--- src/rtl/seg7_scan_ctrl_if.sv ---
// Bus between the timekeeping logic and the seven-segment scan driver.
// The master side supplies digit codes and display modes; the slave side drives the display.
interface seg7_scan_ctrl_if #(
    parameter int NUM_DIGITS = 6
);
    logic [4*NUM_DIGITS-1:0] digits_in;
    logic                    load;
    logic                    hex_mode;
    logic                    lz_suppress;
    logic [NUM_DIGITS-1:0]   blank_mask;
    logic [NUM_DIGITS-1:0]   blink_mask;
    logic [6:0]              seg_out;
    logic [NUM_DIGITS-1:0]   dig_sel;
    logic                    frame_done;

    modport master (
        output digits_in, load, hex_mode, lz_suppress, blank_mask, blink_mask,
        input  seg_out, dig_sel, frame_done
    );

    modport slave (
        input  digits_in, load, hex_mode, lz_suppress, blank_mask, blink_mask,
        output seg_out, dig_sel, frame_done
    );
endinterface

--- src/rtl/seg7_scan_ctrl.sv ---
// Time-multiplexed seven-segment driver with frame-synchronous digit update.
// Define SEG7_BLINK_EN to enable the blink counter and blink_mask.
module seg7_scan_ctrl #(
    parameter int NUM_DIGITS     = 6,
    parameter int SCAN_DIV       = 50000,
    parameter int BLINK_DIV      = 25000000,
    parameter int SEG_ACTIVE_LOW = 1,
    parameter int DIG_ACTIVE_LOW = 1
) (
    input  logic             clk,
    input  logic             rst_n,
    seg7_scan_ctrl_if.slave  bus
);
    localparam int PW = $clog2(SCAN_DIV);
    localparam int IW = $clog2(NUM_DIGITS);
    localparam logic [PW-1:0] P_LAST   = PW'(SCAN_DIV - 1);
    localparam logic [IW-1:0] IDX_LAST = IW'(NUM_DIGITS - 1);
    localparam logic SEG_INV = (SEG_ACTIVE_LOW != 0);
    localparam logic DIG_INV = (DIG_ACTIVE_LOW != 0);

    logic [PW-1:0]           pcnt;
    logic [IW-1:0]           idx;
    logic [4*NUM_DIGITS-1:0] pending;
    logic [4*NUM_DIGITS-1:0] active;
    logic                    wrap_q;
    logic                    tick;
    logic                    wrap;
    logic                    blink_phase;

    assign tick = (pcnt == P_LAST);
    assign wrap = tick && (idx == IDX_LAST);

`ifdef SEG7_BLINK_EN
    localparam int BW = $clog2(BLINK_DIV);
    localparam logic [BW-1:0] B_LAST = BW'(BLINK_DIV - 1);
    logic [BW-1:0] bcnt;

    always_ff @(posedge clk or negedge rst_n) begin
        if (!rst_n) begin
            bcnt        <= '0;
            blink_phase <= 1'b0;
        end else if (bcnt == B_LAST) begin
            bcnt        <= '0;
            blink_phase <= ~blink_phase;
        end else begin
            bcnt <= bcnt + 1'b1;
        end
    end
`else
    logic unused_blink;
    assign blink_phase  = 1'b0;
    assign unused_blink = ^{bus.blink_mask, BLINK_DIV[0]};
`endif

    function automatic logic [6:0] seg_decode(input logic [3:0] code);
        case (code)
            4'h0:    seg_decode = 7'b0111111;
            4'h1:    seg_decode = 7'b0000110;
            4'h2:    seg_decode = 7'b1011011;
            4'h3:    seg_decode = 7'b1001111;
            4'h4:    seg_decode = 7'b1100110;
            4'h5:    seg_decode = 7'b1101101;
            4'h6:    seg_decode = 7'b1111101;
            4'h7:    seg_decode = 7'b0000111;
            4'h8:    seg_decode = 7'b1111111;
            4'h9:    seg_decode = 7'b1101111;
            4'hA:    seg_decode = 7'b1110111;
            4'hB:    seg_decode = 7'b1111100;
            4'hC:    seg_decode = 7'b0111001;
            4'hD:    seg_decode = 7'b1011110;
            4'hE:    seg_decode = 7'b1111001;
            default: seg_decode = 7'b1110001;
        endcase
    endfunction

    logic [3:0]            codes [NUM_DIGITS];
    logic [NUM_DIGITS-1:0] lz_blank;
    logic                  hi_clear;
    logic [3:0]            cur_code;
    logic                  cur_blank;
    logic [6:0]            pattern;
    logic [NUM_DIGITS-1:0] sel_onehot;

    // Leading-zero chain runs from the top digit down; a higher digit that is
    // statically blanked (mask or invalid code) counts as empty, blinking does not.
    always_comb begin
        hi_clear = 1'b1;
        lz_blank = '0;
        for (int unsigned i = 0; i < NUM_DIGITS; i++) begin
            codes[i] = active[4*i +: 4];
        end
        for (int unsigned i = 0; i < NUM_DIGITS; i++) begin
            lz_blank[NUM_DIGITS-1-i] = hi_clear && (codes[NUM_DIGITS-1-i] == 4'd0)
                                       && (i != NUM_DIGITS - 1);
            hi_clear = hi_clear && ((codes[NUM_DIGITS-1-i] == 4'd0)
                                    || bus.blank_mask[NUM_DIGITS-1-i]
                                    || ((codes[NUM_DIGITS-1-i] > 4'd9) && !bus.hex_mode));
        end
        cur_code  = codes[idx];
        cur_blank = bus.blank_mask[idx]
                    || ((cur_code > 4'd9) && !bus.hex_mode)
                    || (bus.lz_suppress && lz_blank[idx])
                    || (blink_phase && bus.blink_mask[idx]);
        pattern   = cur_blank ? 7'b0000000 : seg_decode(cur_code);
        sel_onehot      = '0;
        sel_onehot[idx] = 1'b1;
    end

    always_ff @(posedge clk or negedge rst_n) begin
        if (!rst_n) begin
            pcnt           <= '0;
            idx            <= '0;
            pending        <= '0;
            active         <= '0;
            wrap_q         <= 1'b0;
            bus.frame_done <= 1'b0;
            bus.seg_out    <= {7{SEG_INV}};
            bus.dig_sel    <= {NUM_DIGITS{DIG_INV}};
        end else begin
            pcnt <= tick ? '0 : pcnt + 1'b1;
            if (tick) begin
                idx <= (idx == IDX_LAST) ? '0 : idx + 1'b1;
            end
            if (bus.load) begin
                pending <= bus.digits_in;
            end
            if (wrap) begin
                active <= bus.load ? bus.digits_in : pending;
            end
            // Pulse lines up with the first registered digit-0 output of the new frame.
            wrap_q         <= wrap;
            bus.frame_done <= wrap_q;
            bus.seg_out    <= pattern ^ {7{SEG_INV}};
            bus.dig_sel    <= sel_onehot ^ {NUM_DIGITS{DIG_INV}};
        end
    end
endmodule

--- src/flat_wrapper.sv ---
// flat-port wrapper written by rule: the top's interface ports become plain ports
module seg7_scan_ctrl_flat 
#(
    parameter int NUM_DIGITS     = 6,
    parameter int SCAN_DIV       = 50000,
    parameter int BLINK_DIV      = 25000000,
    parameter int SEG_ACTIVE_LOW = 1,
    parameter int DIG_ACTIVE_LOW = 1
)
  (clk, rst_n, bus_digits_in, bus_load, bus_hex_mode, bus_lz_suppress, bus_blank_mask, bus_blink_mask, bus_seg_out, bus_dig_sel, bus_frame_done);
  seg7_scan_ctrl_if #(.NUM_DIGITS(NUM_DIGITS)) bus_i ();
  input  logic clk;
  input  logic rst_n;
  input wire logic [$bits(bus_i.digits_in)-1:0] bus_digits_in;
  input wire logic [$bits(bus_i.load)-1:0] bus_load;
  input wire logic [$bits(bus_i.hex_mode)-1:0] bus_hex_mode;
  input wire logic [$bits(bus_i.lz_suppress)-1:0] bus_lz_suppress;
  input wire logic [$bits(bus_i.blank_mask)-1:0] bus_blank_mask;
  input wire logic [$bits(bus_i.blink_mask)-1:0] bus_blink_mask;
  output wire logic [$bits(bus_i.seg_out)-1:0] bus_seg_out;
  output wire logic [$bits(bus_i.dig_sel)-1:0] bus_dig_sel;
  output wire logic [$bits(bus_i.frame_done)-1:0] bus_frame_done;
  assign bus_i.digits_in = bus_digits_in;
  assign bus_i.load = bus_load;
  assign bus_i.hex_mode = bus_hex_mode;
  assign bus_i.lz_suppress = bus_lz_suppress;
  assign bus_i.blank_mask = bus_blank_mask;
  assign bus_i.blink_mask = bus_blink_mask;
  assign bus_seg_out = bus_i.seg_out;
  assign bus_dig_sel = bus_i.dig_sel;
  assign bus_frame_done = bus_i.frame_done;
  seg7_scan_ctrl #(.NUM_DIGITS(NUM_DIGITS), .SCAN_DIV(SCAN_DIV), .BLINK_DIV(BLINK_DIV), .SEG_ACTIVE_LOW(SEG_ACTIVE_LOW), .DIG_ACTIVE_LOW(DIG_ACTIVE_LOW)) u_core (.clk(clk), .rst_n(rst_n), .bus(bus_i));
endmodule
--- config.mk ---
export PLATFORM = sky130hd
export DESIGN_NAME = seg7_scan_ctrl_flat
export DESIGN_NICKNAME = d
export VERILOG_FILES = /design/src/rtl/seg7_scan_ctrl_if.sv /design/src/rtl/seg7_scan_ctrl.sv /design/src/flat_wrapper.sv
export SDC_FILE = /design/constraint.sdc
export NUM_CORES = 1
export LEC_CHECK = 0
export ABC_AREA = 1
export CORE_MARGIN = 2
export CORE_UTILIZATION = 59
export DETAILED_ROUTE_END_ITERATION = 8
export GPL_ROUTABILITY_DRIVEN = 0
export PLACE_DENSITY = 0.93
export SYNTH_ARGS = -nofsm -noshare
export SYNTH_HDL_FRONTEND = slang
export SYNTH_SLANG_ARGS = --single-unit
--- constraint.sdc ---
create_clock -name clk -period 3.26 [get_ports clk]
set_clock_uncertainty 0.15 [all_clocks]
set_input_delay 0.489 -clock clk [delete_from_list [all_inputs] [get_ports clk]]
set_output_delay 0.489 -clock clk [all_outputs]
set_load 0.1 [all_outputs]
# Yosys cells after proc, flatten, opt, wreduce, memory -nomap -nowiden
# Memory sizes are Yosys's and may differ from the RTL's.
# Index checks and enable logic that the tools add are counted.
[totals]
register_bits = 82
in_bits = 41
elab_cells = 68
mem_bits_ro = 112
memories = 1
out_inout_bits = 14
[classes]
add_sub_neg = 2
muxes = 13
bitwise_logic = 3
n_lt_le_gt_ge = 8
n_eq_ne = 2
n_reduce_logical = 31
[memory_table]
columns = ["memory", "words", "word_bits", "read_ports", "rd_clocked_by_memory_dff", "write_ports", "line_no", "rtl"]
rows = [
  ["(no name shown)", 16, 7, 1, 0, 0, "seg7_scan_ctrl.sv:56", "case (code)"],
]
[ops]
columns = ["op", "n"]
rows = [
  ["$mux 24", 1],
  ["$gt 4x4->1 const B", 5],
  ["$logic_not 4->1", 5],
  ["$add 16x1->16 const B", 1],
  ["$eq 16x16->1 const B", 1],
  ["$mux 16", 1],
  ["$logic_and 1x1->1", 15],
  ["$bmux 4 s3", 1],
  ["$logic_or 1x1->1", 10],
  ["$mux 4", 2],
  ["$mux 7", 1],
  ["$not 7->7", 1],
  ["$bmux 1 s3", 2],
  ["$not 6->6", 1],
  ["$ge 4x4->1 const B", 1],
  ["$lt 3x4->1 const B", 1],
  ["$not 3->4", 1],
  ["$add 3x1->3 const B", 1],
  ["$demux 1 s3", 1],
  ["$eq 3x3->1 const B", 1],
  ["$ge 3x1->1 const B", 1],
  ["$mux 1", 3],
  ["$mux 3", 1],
  ["$logic_not 1->1", 1],
]

# Depth between registers and ports, before layout
[logic_depth]
ltp_word = 13
ltp_mapped = 15
ltp_nobuf = 14

# Least setup slack after synthesis
# No wires, ideal clock.
[synth_timing]
kind = "flip-flop to flip-flop"
start = "register u_core.idx[0]"
end = "register u_core.bus.seg_out[0]"
setup_ns = 0.064
path_slack_ns = 1.166
arrival_time_ns = 1.880
path_buffers = 2
synth_period_minus_slack_ns = 2.094
path_stages_with_launch = 13
t_required_ns = 3.046
cell_sequence = "dfrtp_1 -> buf_4 -> buf_2 -> o21ai_0 -> nand3_1 -> nand3_1 -> inv_1 -> ha_1 -> nor2_1 -> nor2_2 -> nor2_1 -> nor2_4 -> nand3_1"
[synth_via]
elab_chain_cells = 10
word_cells_on_any_way = 16
classes_between = "1 x order compare; 8 x mux; 2 x bitwise; 4 x reduce/logical; 1 x memory"
[synth_lines]
columns = ["element", "line_no", "rtl"]
rows = [
  ["start: declaration", "seg7_scan_ctrl.sv:22", "logic [IW-1:0] idx;"],
  ["start signal: assignment", "seg7_scan_ctrl.sv:122", "idx <= (idx == IDX_LAST) ? '0 : idx + 1'b1;"],
  ["$not 3->4 (not written as such)", "seg7_scan_ctrl.sv:99", "cur_code = codes[idx];"],
  ["$bmux 4 s3", "seg7_scan_ctrl.sv:99", ""],
  ["$mux 4 (not written as such) (2 in a row)", "seg7_scan_ctrl.sv:99", ""],
  ["$gt 4x4->1", "seg7_scan_ctrl.sv:101", "|| ((cur_code > 4'd9) && !bus.hex_mode)"],
  ["$logic_and 1x1->1", "seg7_scan_ctrl.sv:101", ""],
  ["$logic_or 1x1->1", "seg7_scan_ctrl.sv:101", ""],
  ["$logic_or 1x1->1", "seg7_scan_ctrl.sv:102", "|| (bus.lz_suppress && lz_blank[idx])"],
  ["$mux 7 (*)", "seg7_scan_ctrl.sv:104", "pattern = cur_blank ? 7'b0000000 : seg_decode(cur_code);"],
  ["$not 7->7 (no source line) (*)", "-", ""],
  ["end signal: assignment", "seg7_scan_ctrl.sv:117", "bus.seg_out <= {7{SEG_INV}};"],
  ["end signal: assignment", "seg7_scan_ctrl.sv:133", "bus.seg_out <= pattern ^ {7{SEG_INV}};"],
  ["end: declaration", "seg7_scan_ctrl_if.sv:23", "output seg_out, dig_sel, frame_done"],
]
# Mark *: on every way between the ends. The rest lies on a longest branch, timed or not. The select of a mux whose other input is x is not followed.
# A chain may end at the register's enable or synchronous reset.

# Final worst setup path
[layout_timing]
start = "register u_core.idx[0]"
end = "register u_core.bus.seg_out[4]"
# Same word-level chain as after synthesis.

==> out/qor.yml <==
status:
  status: "finished, final reports clean"
detailed_routing:
  vias: 3546
  first_pass_iters: 9
  wl_per_cell_um: 12.7
  met3WireLength_um: 550
  topRoutingLayerUsed: "met4"
  drt_iter0_drc: 294
  wl_mm: 8.55
  met1_length_mm: 3.92
  via_per_inst: 5.25
  route.met2.wl_mm: 3.95
  ant_nets: 0
  drc: 0
timing:
  hold_viol_final: 0
  finalWorstSetupSlack_ps: 578
  finalMaxSlewViolations: 0
  fin_crit_ps: 2680
  timing.fmax_mhz: 373
  setup_viol: 0
  fin_setup_tns_ps: 0
  finalCritPeriodShare: 0.823
  rsz0062_at_grt: "false"
  slew_headroom: 0.349
  tightest_slew_ps: 976
placement:
  hpwl_mm: 6.10
  pre_cts_slack_ps: 651
  port_buffers: 48
critical_path:
  cp_cell_sequence: "nand2_1, inv_1, nand2_1, nand2_1, nand2_1, nand3_1, inv_1, ha_1, nor2_1, nor2_2, nor2_1, nor2_4, nand3_1"
  worstSetupStartpointType: "flop"
  r2r-start: "u_core.idx[0]"
  crit_type: "reg2reg"
  cp.depth: 13
  r2r_slack_ps: 580
  end_kind: "flop"
  timing.rr.end: "u_core.bus.seg_out[4]"
  max_stage_delay_ps: 790
  cp_top_family: "simple AND/OR/NAND/NOR gates"
  path_common_cell: "nand2_1"
  path_buf_inv: 2
  slowest_stage: "dfrtp_1"
  rr_worst_depth: 13
  crit_fanout: 20
  worstPathArrival_ps: 2830
  required_ps: 3410
synth:
  syn_inst: 530
  ys_ff_latch: 82
  yosysWarnings: 0
  synth_fp_nets: 579
  yosysSeqAreaShare: 0.498
  syn_area_per_cell_um2: 7.83
  netlist-cell-type-count: 34
  synth_area_um2: 4150
layout:
  antennaDiodeCount: 0
  layout-drive-gt1-share: 0.105
  fin_util: 0.714
  fin_nets: 624
  area_growth_pct: 16.9
global_routing:
  grt_usage: 0.242
  grt_pass1_vias: 3269
  grt_overflow_total: 0
  antenna_found_initial: 0
  grt_start_max_net_pins: 83
  grt_first_pass_wirelength_mm: 14.6
die:
  fp.coreArea_um2: 6790
  num_rows: 30
  start_util: 0.611
  die_y_um: 87.9
  dieArea_um2: 7720
  fp.dieW_um: 87.9
  ios: 55
run:
  drv_cap: 0
power:
  p_leak_nw: 2.53
  p_per_area_nw_per_um2: 419
  irDropWorstVdd_v: 0.000286
clock_network:
  numCtsBuffers: 9
  cts_root_buf: "clkbuf_8"
  cts_setup_buffers: 0
  clk_pin_slew_ps: 80
  numClockSinks: 82
  cts_tree: "built"
  cts_resized: 0
  cts_max_path_buffers: 2
  cts_hold_buf: 0
  h-tree-depth: 3
  worstSkewPairLatency_ps: 360
hold_path:
  hold_path_class: "in2async"
layout by cell type, fill, tap and decap left out, types with 2 or more instances in the layout:
cell type / instances
xnor2_1: 3
nor3_1: 2
o211ai_1: 4
nand3_1: 52
bufinv_16: 2
clkbuf_8: 11
dfrtp_1: 69
xor2_1: 4
inv_2: 4
nor4_1: 5
nand4_1: 8
ha_1: 8
clkdlybuf4s50_1: 33
nor2_2: 3
nor3b_1: 4
nor2_1: 38
o21ai_0: 11
nand2_1: 220
a21oi_1: 5
inv_1: 47
buf_4: 17
nor2_4: 3
dfstp_2: 13
layout make-up:
class                   count  area, um^2
fillers                   529        1940
multi-input cells         381        1790
inverters                  51         191
flip-flops and latches     82        2070
clock buffers              12         155
repair buffers             50         458
clock inverters             4        73.8
well taps                  96         120
layer usage:
metal / vias up / global-route usage
met5: - / 0
met4: 0 / 0.0741
met3: 18 / 0.0518
met2: 139 / 0.403
met1: 1634 / 0.321
li1: 1755 / -
where the power goes:
part	switching [W]	internal, W
sequential	0.00000829	0.00105
clock	0.000364	0.000475
combinational	0.0000840	0.0000557
total	0.000457	0.00158
stage by stage:
| stage | cell area [um^2] | std cells | hold slack [ps] | power [W] |
|---|---|---|---|---|
| floorplan | 4150 | 530 | 43.4 | 0.00114 |
| global placement | 4620 | 660 | 183 | 0.00121 |
| detailed placement | 4620 | 660 | 185 | 0.00122 |
| CTS | 4850 | 676 | 166 | 0.00206 |
| global route | 4850 | 676 | 196 | 0.00211 |
| finish | 4850 | 676 | 131 | 0.00203 |
cells by family (layout without fill, tap and decap cells):
group | after synthesis | after routing | synth area share
flops | 82 | 82 | 0.498
simple gates | 343 | 343 | 0.358
xor+xnor | 7 | 7 | 0.0148
mux | 1 | 1 | 0.00241
buf+inv | 67 | 117 | 0.0714
compound gates | 22 | 22 | 0.0307
fa+ha+maj | 8 | 8 | 0.0241
state kept, by name (all words and copies together), names as in the netlist:
register               count
u_core.pcnt               16
u_core.bus.seg_out         7
u_core.bus.dig_sel         6
u_core.bus.frame_done      1
u_core.idx                 3
u_core.pending            24
u_core.wrap_q              1
u_core.active             24
Yosys cell counts (all sizes together):
cell type / n / share of area
inv: 51 / 0.046
nor3: 2 / 0.0024
nor3b: 4 / 0.0072
xor2: 4 / 0.0084
a21oi: 5 / 0.0060
or2: 2 / 0.0030
o21ai: 12 / 0.014
ha: 8 / 0.024
and2: 1 / 0.0015
nand2: 222 / 0.20
nor2: 45 / 0.052
dfstp: 13 / 0.082
nand4: 8 / 0.012
buf: 11 / 0.021
o211ai: 5 / 0.010
nor4: 5 / 0.0075
xnor2: 3 / 0.0063
nand3: 54 / 0.069
dfrtp: 69 / 0.42
mux2i: 1 / 0.0024
clkbuf: 5 / 0.0045
worst max path at each step:
stage / startpoint / to / slack, ps
2_1_floorplan: u_core.idx[0] / u_core.bus.seg_out[0] / 1170
3_3_place_gp: u_core.idx[0] / u_core.bus.seg_out[5] / 790
3_5_place_dp: u_core.idx[0] / u_core.bus.seg_out[4] / 650
4_1_cts: u_core.idx[0] / u_core.bus.seg_out[4] / 620
5_1_grt: u_core.idx[0] / u_core.bus.seg_out[6] / 200
6_report: u_core.idx[0] / u_core.bus.seg_out[4] / 580
worst reg2reg max path, delay by kind of cell (launching register included):
kind          cells  cell delay (ps)
fa+ha+maj         1              230
flops             1              790
buf+inv           2              320
simple gates     10             1130
(Power assumes the default switching activity.)
